===== src/rtl/register_snapshot_reader.sv =====
// Captures a bank of COUNT SIZE-bit words on a start strobe and streams them
// out lowest index first over a valid/ready handshake. All outputs registered.
module register_snapshot_reader #(
    parameter int unsigned SIZE       = 8,
    parameter int unsigned COUNT      = 4,
    parameter int unsigned INDEX_BITS = 2
) (
    input  logic                  clock,
    input  logic                  reset,
    input  logic [SIZE*COUNT-1:0] d,
    input  logic                  start,
    input  logic                  ready,
    output logic [SIZE-1:0]       q,
    output logic                  valid,
    output logic [INDEX_BITS-1:0] index,
    output logic                  last,
    output logic                  busy
);

    typedef enum logic [0:0] {StIdle, StStream} state_e;

    state_e                state;
    logic [SIZE-1:0]       snap [COUNT];
    logic [INDEX_BITS-1:0] next_index;
    logic [SIZE-1:0]       next_word;
    logic                  capture;

    assign capture = (state == StIdle) && start;

    always_comb begin
        next_index = index + 1'b1;
        next_word  = '0;
        for (int i = 0; i < int'(COUNT); i++) begin
            if (next_index == INDEX_BITS'(i)) begin
                next_word = snap[i];
            end
        end
    end

    // Snapshot contents are don't-care after reset, so no reset term here.
    always_ff @(posedge clock) begin
        if (capture) begin
            for (int i = 0; i < int'(COUNT); i++) begin
                snap[i] <= d[i*SIZE +: SIZE];
            end
        end
    end

    always_ff @(posedge clock) begin
        if (reset) begin
            state <= StIdle;
            q     <= '0;
            valid <= 1'b0;
            index <= '0;
            last  <= 1'b0;
            busy  <= 1'b0;
        end else begin
            case (state)
                StIdle: begin
                    if (start) begin
                        state <= StStream;
                        q     <= d[SIZE-1:0];
                        valid <= 1'b1;
                        index <= '0;
                        last  <= (COUNT == 1);
                        busy  <= 1'b1;
                    end
                end
                StStream: begin
                    if (ready) begin
                        if (last) begin
                            // q keeps the final word after the stream ends.
                            state <= StIdle;
                            valid <= 1'b0;
                            index <= '0;
                            last  <= 1'b0;
                            busy  <= 1'b0;
                        end else begin
                            q     <= next_word;
                            index <= next_index;
                            last  <= (next_index == INDEX_BITS'(COUNT - 1));
                        end
                    end
                end
                default: begin
                    state <= StIdle;
                end
            endcase
        end
    end

endmodule


===== config.mk =====
export PLATFORM = sky130hd
export DESIGN_NAME = register_snapshot_reader
export DESIGN_NICKNAME = d
export VERILOG_FILES = /design/src/rtl/register_snapshot_reader.sv
export SDC_FILE = /design/constraint.sdc
export NUM_CORES = 1
export LEC_CHECK = 0
export BUFFER_PORTS_ARGS = -buffer_cell sky130_fd_sc_hd__buf_2
export CORE_MARGIN = 2
export CORE_UTILIZATION = 46
export CTS_CLUSTER_DIAMETER = 100
export CTS_CLUSTER_SIZE = 14
export DETAILED_ROUTE_END_ITERATION = 10
export PLACE_DENSITY_LB_ADDON = 0.08
export SKIP_LAST_GASP = 1
export SYNTH_ARGS = -nofsm -noshare
export SYNTH_HDL_FRONTEND = slang
export SYNTH_SLANG_ARGS = --single-unit

===== constraint.sdc =====
create_clock -name clock -period 3.1 [get_ports clock]
set_input_delay 0.62 -clock clock [delete_from_list [all_inputs] [get_ports clock]]
set_output_delay 0.62 -clock clock [all_outputs]
set_load 0.03 [all_outputs]

==> metrics, run 1 <==
Die X=68 microns; clock buffer depth=2; fin crit share=0.674; status=finished clean; post-synthesis compound-gate area fraction=0.146; Tmin final=roughly 2.1 ns; count of input and output buffers=48; largest net degree at the start of global routing=34; dpl cell area=2130 sq um; DP HPWL=2480 microns; cells after synthesis=144; area grow syn2layout=17.7%; met1 usage=0.210; DR iter-0 viols=55; clock root cell=clkbuf_8; Pleak=0.840 nW; Post CTS Setup Buffer Count=0; Sink Count=45; Buf/Inv on CP=0; net count after synthesis=between 150 and 200; full die area=4620 sq um; data arrival time of the critical path=about 2.3 ns; critical path type=register to register; Finished Cell Area=approximately 2200 sq um; XOR/XNOR Fraction of Synth Area=0; vias=1251; number of cells on the worst hold path=1; Worst-Margin Slew=0.673 ns; worst relative slew slack=0.551; Achievable Freq=479 MHz; antenna violations before repair=0; final hold violation count=0; cts hold-fix bufs=0; Max Clock Skew=0.00359 ns; adder-cell share of the synthesized area=0.0266; clock latency on the worst-skew pair=0.30 ns; Routed Wire Length=about 3600 microns; Max stage delay cell, worst path=dfxtp_1; largest stage delay on the critical path=~0.75 ns; FF-to-FF setup slack=1.01 ns; Antenna diodes=0; r2r startpoint=state; GR Util met2=0.285; DP Worst Slack=1.00 ns; peak supply drop=323 uV; CP max FO=21; PostCTS Resize Cnt=0; Layout fillers=around 350; Clk network pwr share=0.289; RSZ-0062 raised after global routing=no; synth unique cells=24; busiest grt layer=met2; I/O pins=just under 50; Pwr Total=~0.0012 W; CP required=3.32 ns; Synth Area per Inst=~13 sq um; switching share of power=0.251; cells on worst reg2reg path=4; crit path launch=state; number of synthesized register bits=45; Total GRT Usage=0.173; CP Launch Type=register; vias in the first global route=roughly 1200; TritonRoute pass-1 iters=4; critical-path cell list=and3b_1, or2_1, nor2_1, a311oi_2; layout cells sized above 1=0.342; post-synthesis sequential area ratio=0.648; worst setup margin=1.01 ns; first-pass GRT wire length=~5600 microns; mux contribution to synthesized area=0.00531; Crit path max-delay family=simple AND/OR/NAND/NOR gates; reg-to-reg endpoint=q[7]; synthesized area=1880 sq um; NumNets Final=229; Setup TNS=0 ns; Max Cap Viol=0; area of the core=3970 sq um; Num CTS Buffers=5; Worst Hold Class=input port to register; sequential share of power=0.587; per-cell routed wire length=14.8 microns; met3 usage=0.0510; H-tree depth=2; largest family of logic cells by synthesized area=compound AO/OA/AOI/OAI gates; P_sw=0.000300 W; # setup viols final=0; Pint=around 0.00090 W; Ys Warns=0; min-delay src=d[15]; worst hold endpoint=snap[1][7]; CTS tree=built; Vias/cell=between 5 and 6; # DRC=0; Layout Utilization=0.558; die height=about 68 microns; Max Slew Vio Count=0; Power Dens Cells=540 nW/um^2; site row count=23; post-synthesis simple-gate area fraction=0.137; Clock transition at path regs=0.08 ns; grt ovf=0; CP Capture Type=register; gpl congestion=0.719; Initial Utilization=0.474; Routed Antenna Nets=0; combinational power share=0.124
## power by group through the flow
stage	Clock (W)	Sequential (W)	Combinational, W
floorplan	0	0.000734	0.0000830
global placement	0	0.000716	0.000146
detailed placement	0	0.000717	0.000151
global route	0.000389	0.000707	0.000162
finish	0.000347	0.000703	0.000148
CTS	0.000356	0.000704	0.000151
## worst max-delay path by stage
stage                       to  slack, ns  cells past startpoint
after floorplan           q[4]       0.11                      6
after global placement    q[6]       1.04                      6
after detailed placement  q[7]       1.00                      4
after CTS                 q[7]       0.97                      4
after global routing      q[7]       0.82                      4
final                     q[7]       1.01                      4
## layout make-up
cell class,count,area (sq um),area share
flip-flops and latches,45,1220,0.551
multi-input cells,86,596,0.269
repair buffers,49,248,0.112
clock buffers,6,72.6,0.0327
well taps,50,62.6,0.0282
clock inverters,2,10.0,0.00451
inverters,2,7.51,0.00339
## cell families (layout without fill, tap and decap cells)
logic type               count (synthesis)  count (layout)
AND/OR/NAND/NOR                         53              53
flip-flops                              45              45
AO/OA/AOI/OAI                           28              28
buffers and inverters                   13              59
adder cells (fa/ha/maj)                  4               4
multiplexers                             1               1
## metrics by stage
step                std cells  hold WS, ns
floorplan                 144        0.614
global placement          232        0.485
detailed placement        232        0.492
CTS                       240        0.486
global route              240        0.478
finish                    240        0.491
## placed cells by master (no fill, tap or decap), drive strengths merged, types with 4 or more instances in the layout
cell type  count
a311oi         8
buf           49
clkbuf         6
dfxtp         13
edfxtp        32
ha             4
nand2         18
nand2b        16
nor2          13
o2111ai        8
o211ai         8
## flip-flops by register name, summed over array words and instances (netlist names)
register	cells
busy	1
index	2
last	1
q	8
snap	32
state	1
## layer usage
metal / vias to the layer above / wire, microns
met4: 0 / 57
met1: 588 / 1490
met2: 39 / 1800
met5: - / 0
met3: 7 / 207
li1: 617 / -
## cell usage after synthesis, drive strengths merged
library cell  instances  share of area
edfxtp               32           0.51
nand2                18          0.036
nand2b               16          0.053
dfxtp                13           0.14
nor2                 13          0.026
a311oi                8          0.064
o2111ai               8          0.037
o211ai                8          0.032
buf                   7          0.025
clkbuf                4         0.0080
ha                    4          0.027
a21oi                 2         0.0053
a22oi                 2         0.0080
inv                   2         0.0040
and3b                 1         0.0046
mux2i                 1         0.0053
nand3                 1         0.0027
nor2b                 1         0.0033
nor3b                 1         0.0040
or2                   1         0.0033
or2b                  1         0.0040
Power figures use the tool's default switching activity.
==> run 2, diff against run 1 <==
- ABC_AREA: unset -> 1
- CORE_UTILIZATION: 46 -> 47
- clock period: 3.1 -> 1.7 ns (I/O delays scaled with it)
==> metrics, run 2 <==
Layout fillers=360; data arrival time of the critical path=between 1.5 and 2 ns; clock latency on the worst-skew pair=slightly above 0.3 ns; # DRC=0; Total GRT Usage=0.190; count of input and output buffers=48; NumNets Final=293; status=finished clean; Pleak=1.09 nW; Async SR Flop Fraction=0; Worst Hold Class=input port to register; Ys Warns=0; vias in the first global route=approximately 1400; min-delay src=reset; post-synth top area share=0.492; Power Dens Cells=1000 nW/um^2; area of the core=4000 sq um; top post-synthesis cells by area=edfxtp_1, dfxtp_1, nand2_1; Setup TNS=0 ns; PostCTS Resize Cnt=0; per-cell routed wire length=approximately 13 microns; Post CTS Setup Buffer Count=0; Buf/Inv on CP=1; FF-to-FF setup slack=0.21 ns; cells on worst reg2reg path=6; gpl congestion=~0.85; largest net degree at the start of global routing=33; reg-to-reg endpoint=q[4]; RSZ-0062 raised after global routing=no; cell taking the most area after synthesis=edfxtp_1; number of synthesized register bits=45; Routed Wire Length=4000 microns; critical path type=register to register; Clock transition at path regs=0.08 ns; site row count=23; r2r startpoint=index[0]; Max stage delay cell, worst path=ha_1; final hold violation count=0; most common cell in the netlist=nand2_1; area grow syn2layout=19.4%; CTS tree=built; antenna violations before repair=0; Pwr Total=0.00234 W; I/O pins=49; Max Cap Viol=0; Num CTS Buffers=5; Routed Antenna Nets=0; critical-path cell list=inv_1, ha_1, a21oi_1, nand2_1, nand2_1, a21oi_1; Sink Count=45; cells after synthesis=204; number of synthesized flops with an enable pin=32; H-tree depth=2; Max Clock Skew=0.0113 ns; Initial Utilization=0.488; Tmin final=1.49 ns; layout cells sized above 1=0.256; Layout Utilization=0.583; Top FF cell, synth=edfxtp_1; worst relative slew slack=0.586; largest stage delay on the critical path=around 0.56 ns; clock buffer depth=2; clock root cell=clkbuf_8; Antenna diodes=0; grt ovf=0; die height=68.4 microns; synthesized area=1950 sq um; Crit path max-delay family=adder cells; number of cells on the worst hold path=2; Max Slew Vio Count=0; vias=1483; most frequent cells in the layout=buf_2, nand2_1, edfxtp_1; Largest regs=snap x32, q x8, index x2; Synth Area per Inst=9.57 sq um; TritonRoute pass-1 iters=4; commonest non-fill, non-tap cell in the layout=buf_2; Post-synth top cells=nand2_1, edfxtp_1, inv_1, a21oi_1, nor2_1; fin crit share=0.874; Worst-Margin Slew=0.622 ns; first-pass GRT wire length=6200 microns; post-synthesis sequential area ratio=0.626; CP Launch Type=register; Largest register FFs=32; CP Capture Type=register; most flop-heavy register=snap; net count after synthesis=~240; DP HPWL=2850 microns; peak supply drop=around 600 uV; DP Worst Slack=about 0.24 ns; full die area=4680 sq um; worst hold endpoint=last; Achievable Freq=673 MHz; synth unique cells=19; Die X=roughly 68 microns; cts hold-fix bufs=0; DR iter-0 viols=89; CP required=1.94 ns; Vias/cell=4.88; # setup viols final=0; CP max FO=17; worst setup margin=0.214 ns
run 2: cell types whose count changed after synthesis, sizes merged, moves of 2 or more:
cell / before / now
a21oi: 2 / 27
a22oi: 2 / 0
a311oi: 8 / 0
clkbuf: 4 / 2
inv: 2 / 33
nand2: 18 / 43
nand2b: 16 / 0
nand3: 1 / 11
nor2: 13 / 20
o2111ai: 8 / 0
o211ai: 8 / 0
o21ai: 0 / 12
run 2: area by class of cell:
cell class | count | area [sq um] | area share
inverters | 33 | 126 | 0.0542
repair buffers | 50 | 268 | 0.115
well taps | 50 | 62.6 | 0.0268
flip-flops and latches | 45 | 1220 | 0.524
multi-input cells | 118 | 564 | 0.242
clock buffers | 6 | 72.6 | 0.0311
clock inverters | 2 | 16.3 | 0.00698
run 2: power by group:
part | switching (W) | internal (W)
Combinational | 0.000259 | 0.000138
Sequential | 0.0000324 | 0.00125
Clock | 0.000368 | 0.000292
Total | 0.000660 | 0.00168
run 2: kinds of logic (layout without fill, tap and decap cells):
| family | count (synthesis) | count (layout) | share of synthesized area |
|---|---|---|---|
| and+or+nand+nor | 75 | 75 | 0.158 |
| DFF | 45 | 45 | 0.626 |
| buffers and inverters | 41 | 91 | 0.0853 |
| AOI/OAI and AO/OA | 39 | 39 | 0.106 |
| adders and majority gates | 4 | 4 | 0.0256 |
run 2: worst max-delay path by stage:
stage	from	endpoint	slack, ns	cells past startpoint
2_1_floorplan	index[0]	q[5]	0.15	8
3_3_place_gp	index[0]	q[4]	0.29	6
3_5_place_dp	index[0]	q[6]	0.24	6
4_1_cts	index[0]	q[6]	0.24	6
5_1_grt	index[0]	q[6]	0.04	6
6_report	index[0]	q[4]	0.21	6
run 2: through the flow:
stage                     cells  hold WS (ns)  instance area, sq um
after global placement      296         0.465                  2240
after floorplan             204         0.409                  1950
after global routing        304         0.186                  2330
after detailed placement    296         0.479                  2240
final                       304         0.193                  2330
after CTS                   304         0.192                  2330
run 2: worst reg2reg max path, delay by kind of cell, from the launching register on:
kind | cells | cell delay, ns
DFF | 1 | 0.36
and+or+nand+nor | 2 | 0.17
AOI/OAI and AO/OA | 2 | 0.21
buffers and inverters | 1 | 0.11
adders and majority gates | 1 | 0.57
run 2: routing by layer:
layer	GRT usage	part of all wire	wire, microns
met1	0.244	0.47	1860
met2	0.287	0.46	1830
met3	0.0526	0.053	213
met4	0.105	0.023	93
met5	0	0	0
==> run 3, diff against run 2 <==
--- a/config.mk
+++ b/config.mk
@@ -6,8 +6,7 @@
 export NUM_CORES = 1
 export LEC_CHECK = 0
-export ABC_AREA = 1
 export BUFFER_PORTS_ARGS = -buffer_cell sky130_fd_sc_hd__buf_2
 export CORE_MARGIN = 2
-export CORE_UTILIZATION = 47
+export CORE_UTILIZATION = 46
 export CTS_CLUSTER_DIAMETER = 100
 export CTS_CLUSTER_SIZE = 14
==> constraint.sdc (replaced) <==
create_clock -name clock -period 1.7 [get_ports clock]
set_input_delay 0.255 -clock clock [delete_from_list [all_inputs] [get_ports clock]]
set_output_delay 0.255 -clock clock [all_outputs]
set_load 0.03 [all_outputs]
==> metrics, run 3 (same netlist as run 1, synthesis figures left out) <==
dpl cell area=2190 sq um; gpl congestion=0.745; NumNets Final=235; CP required=1.90 ns; Max Slew Vio Count=0; most frequent cells in the layout=buf_2, edfxtp_1, nand2_1; final hold violation count=0; full die area=4620 sq um; Clock transition at path regs=0.08 ns; commonest non-fill, non-tap cell in the layout=buf_2; Max Clock Skew=0.00922 ns; CP Capture Type=register; most flop-heavy register=snap; Initial Utilization=0.474; Die X=68 microns; critical path type=register to register; Largest regs=snap x32, q x8, index x2; Routed Antenna Nets=0; Sink Count=45; DP HPWL=approximately 2700 microns; status=finished clean; number of cells on the worst hold path=1; site row count=23; reg-to-reg endpoint=q[3]; worst hold endpoint=snap[2][7]; clock root cell=clkbuf_8; Max Cap Viol=0; H-tree depth=2; Antenna diodes=0; worst relative slew slack=0.755; Layout Utilization=0.581; Hold WS=0.134 ns; vias in the first global route=between 1000 and 1500; TritonRoute pass-1 iters=6; CTS tree=built; grt ovf=0; Worst Hold Class=input port to register; per-cell routed wire length=~15 microns; CP max FO=8; cts hold-fix bufs=0; # DRC=0; Pleak=about 0.88 nW; cells on worst reg2reg path=5; Worst-Margin Slew=0.368 ns; peak supply drop=~560 uV; die height=about 70 microns; CP Launch Type=register; clock latency on the worst-skew pair=0.29 ns; Num CTS Buffers=5; Achievable Freq=641 MHz; Tmin final=1.56 ns; largest net degree at the start of global routing=20; Routed Wire Length=3780 microns; vias=1279; antenna violations before repair=0; Vias/cell=about 5.2; Setup TNS=0 ns; FF-to-FF setup slack=0.14 ns; fin crit share=0.917; Post CTS Setup Buffer Count=0; # setup viols final=0; Largest register FFs=32; count of input and output buffers=48; RSZ-0062 raised after global routing=no; Finished Cell Area=between 2000 and 2500 sq um; clock buffer depth=2; area of the core=3970 sq um; data arrival time of the critical path=around 1.8 ns; area grow syn2layout=22.4%; min-delay src=d[23]; r2r startpoint=index[1]; I/O pins=roughly 50; layout cells sized above 1=0.388; Total GRT Usage=0.182; first-pass GRT wire length=5960 microns; Power Dens Cells=975 nW/um^2; DR iter-0 viols=73
run 3: worst max-delay path by stage:
stage | cells after the start | startpoint | slack [ns] | end
finish | 5 | index[1] | 0.14 | q[3]
CTS | 6 | index[0] | 0.04 | q[3]
detailed placement | 6 | index[0] | -0.001 | q[3]
global placement | 6 | index[0] | 0.10 | q[4]
global route | 5 | index[0] | 0.03 | q[3]
floorplan | 6 | state | 0.01 | q[4]
run 3: repair_timing:
action / in CTS / in global routing
setup endpoints to repair: 2 / 8
gates resized for setup: 2 / 4
pin swaps: 0 / 0
run 3: routing by layer:
layer | global-route usage | part of all wire | up-vias
met2 | 0.301 | 0.50 | 33
met3 | 0.0428 | 0.048 | 5
met4 | 0.0750 | 0.013 | 0
met5 | 0 | 0 | -
met1 | 0.230 | 0.44 | 611
li1 | - | - | 630
run 3: final cells by class:
| type | instances | area (sq um) |
|---|---|---|
| clock buffers | 8 | 90.1 |
| fillers | 335 | 1660 |
| inverters | 2 | 7.51 |
| multi-input cells | 86 | 631 |
| flip-flops and latches | 45 | 1220 |
| well taps | 50 | 62.6 |
| repair buffers | 55 | 293 |
run 3: worst max-delay path: stages, from the launching register on:
cell	delay (ns)
dfxtp_2	0.38
ha_1	0.39
nand2_1	0.10
o211ai_1	0.17
o2111ai_1	0.16
a311oi_2	0.27
run 3: power by group:
part	internal [W]	switching, W	total (W)
clock	0.000332	0.000339	0.000671
combinational	0.000122	0.000183	0.000305
sequential	0.00125	0.0000244	0.00127
run 3: metrics by stage:
step           setup WS, ns  power (W)  cells
3_5_place_dp       -0.00139    0.00160    238
2_1_floorplan        0.0145    0.00149    144
4_1_cts              0.0375    0.00227    246
5_1_grt              0.0293    0.00235    246
3_3_place_gp          0.101    0.00159    238
6_report              0.140    0.00225    246
